### src/rtl/button_debouncer_pkg.sv
// rtl/button_debouncer_pkg.sv - shared state encodings and board defaults for the button debouncer
package button_debouncer_pkg;

  typedef enum logic [1:0] {
    RELEASED     = 2'd0,
    PRESS_WAIT   = 2'd1,
    PRESSED      = 2'd2,
    RELEASE_WAIT = 2'd3
  } db_state_t;

  // 1 ms of stability at the 12 MHz board clock
  localparam int DEFAULT_MAX_COUNT = 12000 - 1;

endpackage

### src/rtl/sync_2ff.sv
// rtl/sync_2ff.sv - two-flop synchroniser with a configurable reset level
module sync_2ff #(
  parameter logic RESET_VALUE = 1'b0
) (
  input  logic clk,
  input  logic rst,
  input  logic d,
  output logic q
);

  logic meta;

  always_ff @(posedge clk or posedge rst) begin
    if (rst) begin
      meta <= RESET_VALUE;
      q    <= RESET_VALUE;
    end else begin
      meta <= d;
      q    <= meta;
    end
  end

endmodule

### src/rtl/button_debouncer.sv
// rtl/button_debouncer.sv - debounces a raw push-button into a clean level plus press/release strobes
module button_debouncer
  import button_debouncer_pkg::*;
#(
  parameter int   COUNT_WIDTH = 20,
  parameter int   MAX_COUNT   = DEFAULT_MAX_COUNT,
  parameter logic ACTIVE_LOW  = 1'b1
) (
  input  logic clk,
  input  logic rst,
  input  logic btn_in,
  output logic level,
  output logic press,
  output logic release_strobe
);

  localparam logic [COUNT_WIDTH-1:0] TERMINAL = COUNT_WIDTH'(MAX_COUNT);

  db_state_t              state;
  logic [COUNT_WIDTH-1:0] cnt;
  logic                   sync_q;
  logic                   pressed_s;

  // Reset to the idle pin level so leaving reset never looks like an edge
  sync_2ff #(
    .RESET_VALUE(ACTIVE_LOW)
  ) u_sync (
    .clk(clk),
    .rst(rst),
    .d  (btn_in),
    .q  (sync_q)
  );

  assign pressed_s = sync_q ^ ACTIVE_LOW;

  always_ff @(posedge clk or posedge rst) begin
    if (rst) begin
      state          <= RELEASED;
      cnt            <= '0;
      level          <= 1'b0;
      press          <= 1'b0;
      release_strobe <= 1'b0;
    end else begin
      press          <= 1'b0;
      release_strobe <= 1'b0;
      case (state)
        RELEASED: begin
          if (pressed_s) begin
            state <= PRESS_WAIT;
            cnt   <= '0;
          end
        end
        PRESS_WAIT: begin
          // A bounce back wins over reaching the terminal count
          if (!pressed_s) begin
            state <= RELEASED;
            cnt   <= '0;
          end else if (cnt == TERMINAL) begin
            state <= PRESSED;
            cnt   <= '0;
            level <= 1'b1;
            press <= 1'b1;
          end else begin
            cnt <= cnt + COUNT_WIDTH'(1);
          end
        end
        PRESSED: begin
          if (!pressed_s) begin
            state <= RELEASE_WAIT;
            cnt   <= '0;
          end
        end
        RELEASE_WAIT: begin
          if (pressed_s) begin
            state <= PRESSED;
            cnt   <= '0;
          end else if (cnt == TERMINAL) begin
            state          <= RELEASED;
            cnt            <= '0;
            level          <= 1'b0;
            release_strobe <= 1'b1;
          end else begin
            cnt <= cnt + COUNT_WIDTH'(1);
          end
        end
      endcase
    end
  end

endmodule

### config.mk
export PLATFORM = sky130hd
export DESIGN_NAME = button_debouncer
export DESIGN_NICKNAME = d
export VERILOG_FILES = /design/src/rtl/button_debouncer_pkg.sv /design/src/rtl/sync_2ff.sv /design/src/rtl/button_debouncer.sv
export SDC_FILE = /design/constraint.sdc
export NUM_CORES = 1
export LEC_CHECK = 0
export CORE_MARGIN = 5
export CORE_UTILIZATION = 30
export CTS_BUF_LIST = sky130_fd_sc_hd__clkbuf_4 sky130_fd_sc_hd__clkbuf_8 sky130_fd_sc_hd__clkbuf_16
export DETAILED_ROUTE_END_ITERATION = 7
export MAX_ROUTING_LAYER = met4
export PLACE_DENSITY_LB_ADDON = 0.3
export SLEW_MARGIN = 40
export SYNTH_ARGS = -nofsm -noshare
export SYNTH_HDL_FRONTEND = slang
export SYNTH_SLANG_ARGS = --single-unit
### constraint.sdc
create_clock -name clk -period 2.9 [get_ports clk]
set_input_delay 0.435 -clock clk [delete_from_list [all_inputs] [get_ports clk]]
set_output_delay 0.435 -clock clk [all_outputs]
set_load 0.02 [all_outputs]
==> flow_summary_export.csv <==
group,metric,value,unit
floorplanning,die_w,78.62,µm
clock_tree,numCtsBuffers,3,
floorplanning,die_area,6181,µm²
power,worst_ir_drop_vdd,0.0003949,V
yosys,synthesis.nets,157,
yosys,synth_edf_count,0,
cells_and_area,multi_input_area,656.9,µm²
clock_tree,cts_hold_buf,0,
clock_tree,clock_path_buffers,2,
cells_and_area,register_area,678.2,µm²
yosys,synth_top_area_share,0.4429,
outcome,status,"finished clean",
yosys,syn_area,1413,µm²
placement,port-buffer-count,5,
sta,worst_pin_slew,0.7156,ns
detailed_routing,via_count,1125,
floorplanning,chipHeight,78.62,µm
detailed_routing,drt.antenna.violating_nets,0,
placement,gp_congestion,0.8701,
sta,max_freq,0.4162,GHz
setup_path,critPathArrivalTime,2.56,ns
global_routing,grt_pass1_wl,5.009,mm
global_routing,grt_max_degree,28,
yosys,yosysMostFrequentCell,"dfrtp_1",
yosys,ys.flop_type,"dfrtp_1",
detailed_routing,drc,0,
setup_path,path_cells,"or4b_1, or4_4, o31a_1, a41oi_1, a31oi_1",
sta,slew_violations,0,
floorplanning,ioPinCount,6,
setup_path,crit_path_end_kind,"register",
detailed_routing,drt_first_iter_violations,96,
hold_path,min_path_cells,0,
global_routing,grtUsageTotal,0.1033,
cells_and_area,nets,162,
sta,grt_setup_unrepaired,"no",
cells_and_area,n_antenna_cell,0,
global_routing,antenna_found_initial,0,
setup_path,crit-reg2reg-launch,"cnt[17]$_DFFE_PP0P_",
placement,dp_hpwl,2.079,mm
power,power_density,423.8,nW/µm²
setup_path,crit_buf_inv,0,
clock_tree,cts_setup_buffers,0,
detailed_routing,wire_per_inst,13.73,µm
floorplanning,core_area,4661,µm²
run,max-cap-violations,0,
yosys,synthTopCellsByArea,"dfrtp_1 44%, nand2_1 4.5%, o21ai_0 4.3%",
sta,finClkSkew,0.01070,ns
sta,setup_ws,0.4971,ns
hold_path,hold_class,"reg2reg",
setup_path,crit_required,3.06,ns
setup_path,cp-start-kind,"register",
placement,dp_cells,207,
detailed_routing,vias_per_cell,5.332,
clock_tree,clkLatencyLatePin,0.28,ns
floorplanning,num_rows,25,
clock_tree,clk_pin_slew,0.11,ns
setup_path,crit_type,"reg2reg",
sta,fin_crit,2.403,ns
sta,setup_tns,0,ns
global_routing,grt_pass1_vias,1040,
clock_tree,cts-root-buf,"clkbuf_8",
cells_and_area,post_route_cells_drive_above_1_share,0.1019,
setup_path,cpPeakStageDelay,0.53,ns
yosys,yosysTopAreaCell,"dfrtp_1",
power,power,0.0006576,W
yosys,syn_area_per_cell,9.233,µm²
yosys,synth-seq-cells,27,
yosys,syn_inst,153,
sta,max-slew-margin-rel,0.5212,
yosys,synth-async-reset-ratio,1.000,
yosys,synth_cell_types,39,
clock_tree,htreeDepth,1,
setup_path,rr_endpoint,"cnt[10]$_DFFE_PP0P_",
floorplanning,start_util,0.3031,
detailed_routing,first_pass_iters,4,
yosys,synth_commonest_cells,"25 x dfrtp_1, 17 x nand2_1, 12 x o21ai_0",
yosys,yosysSeqAreaShare,0.4801,
clock_tree,ctsResizeCount,0,
cells_and_area,finalNonFillerCells,211,
cells_and_area,n_fill_cell,473,
setup_path,reg2regPathDepth,5,
sta,setup_viol,0,
yosys,synth_warnings,0,
setup_path,crit_family,"simple AND/OR/NAND/NOR gates",
detailed_routing,wirelength,2.896,mm
global_routing,overflow,0,
placement,pre_cts_slack,0.5155,ns
setup_path,cp_max_fo,20,
hold_path,worstHoldEndpoint,"u_sync.q$_DFF_PP1_",
sta,period_share,0.8286,
clock_tree,cts_tree,"yes",
setup_path,cp_slowest_cell,"or4b_1",
hold_path,min_from,"u_sync.meta$_DFF_PP1_",
setup_path,reg2reg_slack,0.50,ns
cells_and_area,area_growth_syn_to_layout,9.832,%
sta,hold_viol,0,
power,p_leak,0.5988,nW
clock_tree,clock_sinks,27,
==> metal layers <==
metal | track usage | vias up | wire length, µm
li1 | - | 563 | -
met4 | 0.005245 | 0 | 7
met1 | 0.1402 | 541 | 1492
met2 | 0.1630 | 19 | 1293
met3 | 0.02752 | 2 | 104
met5 | - | - | 0
==> stage by stage <==
step	util	instance area, µm²	hold slack, ns
floorplan	-	1413	0.3452
global placement	0.3221	1501	0.3486
detailed placement	0.3221	1501	0.3475
CTS	0.3329	1551	0.3671
global route	0.3329	1551	0.3746
finish	0.3329	1551	0.3649
==> final cells by class <==
class,count,share of cell area
Clock inverter,1,0.005645
Tap cell,54,0.04355
Sequential cell,27,0.4371
Inverter,9,0.02177
Multi-Input combinational cell,110,0.4234
Timing Repair Buffer,7,0.04194
Clock buffer,3,0.02661
==> sequential cells by signal, summed over array words and instances (netlist names), named ones only <==
signal,count
u_sync.q,1
release_strobe,1
level,1
cnt,20
state,1
u_sync.meta,1
press,1
==> how the worst max path moves through the flow <==
stage	start	to	depth (start not counted)
after detailed placement	cnt[17]$_DFFE_PP0P_	cnt[10]$_DFFE_PP0P_	5
after floorplan	cnt[5]$_DFFE_PP0P_	cnt[1]$_DFFE_PP0P_	7
after CTS	cnt[17]$_DFFE_PP0P_	cnt[10]$_DFFE_PP0P_	5
after global placement	cnt[17]$_DFFE_PP0P_	cnt[11]$_DFFE_PP0P_	6
final	cnt[17]$_DFFE_PP0P_	cnt[10]$_DFFE_PP0P_	5
after global routing	cnt[5]$_DFFE_PP0P_	cnt[10]$_DFFE_PP0P_	5
==> placed cells by master, fill, tap and decap left out, drive strengths merged, types with 3 or more instances in the layout <==
cell | Yosys | final
or3 | 5 | 5
clkdlybuf4s50 | 0 | 5
dfrtp | 25 | 25
clkbuf | 3 | 3
inv | 9 | 10
nor3 | 5 | 5
nand3 | 10 | 10
a21oi | 11 | 11
nand2 | 17 | 17
a31oi | 7 | 7
o21ai | 12 | 12
nand4 | 5 | 5
nor2 | 6 | 6
==> logic make-up (layout without fill, tap and decap cells) <==
family                   after synthesis  in the layout  share of synthesized area
buffers and inverters                 16             20                    0.05491
adder cells (fa/ha/maj)                1              1                   0.008856
AND/OR/NAND/NOR                       64             64                     0.2462
flip-flops                            27             27                     0.4801
XOR/XNOR                               3              3                    0.01860
AO/OA/AOI/OAI                         40             40                     0.1772
multiplexers                           2              2                    0.01417
==> worst register-to-register path: stages, from the launching register on <==
cell and delay (ns):
dfrtp_1 0.43, or4b_1 0.53, or4_4 0.45, o31a_1 0.50, a41oi_1 0.31, a31oi_1 0.06
==> where the power goes <==
part	leakage, nW	switching [W]	internal [W]
logic	0.206	0.0000265	0.0000134
clock network	0.0261	0.000130	0.000101
registers	0.367	0.00000480	0.000382
total	0.599	0.000161	0.000496
No activity file was read; power rests on OpenSTA's default activity.
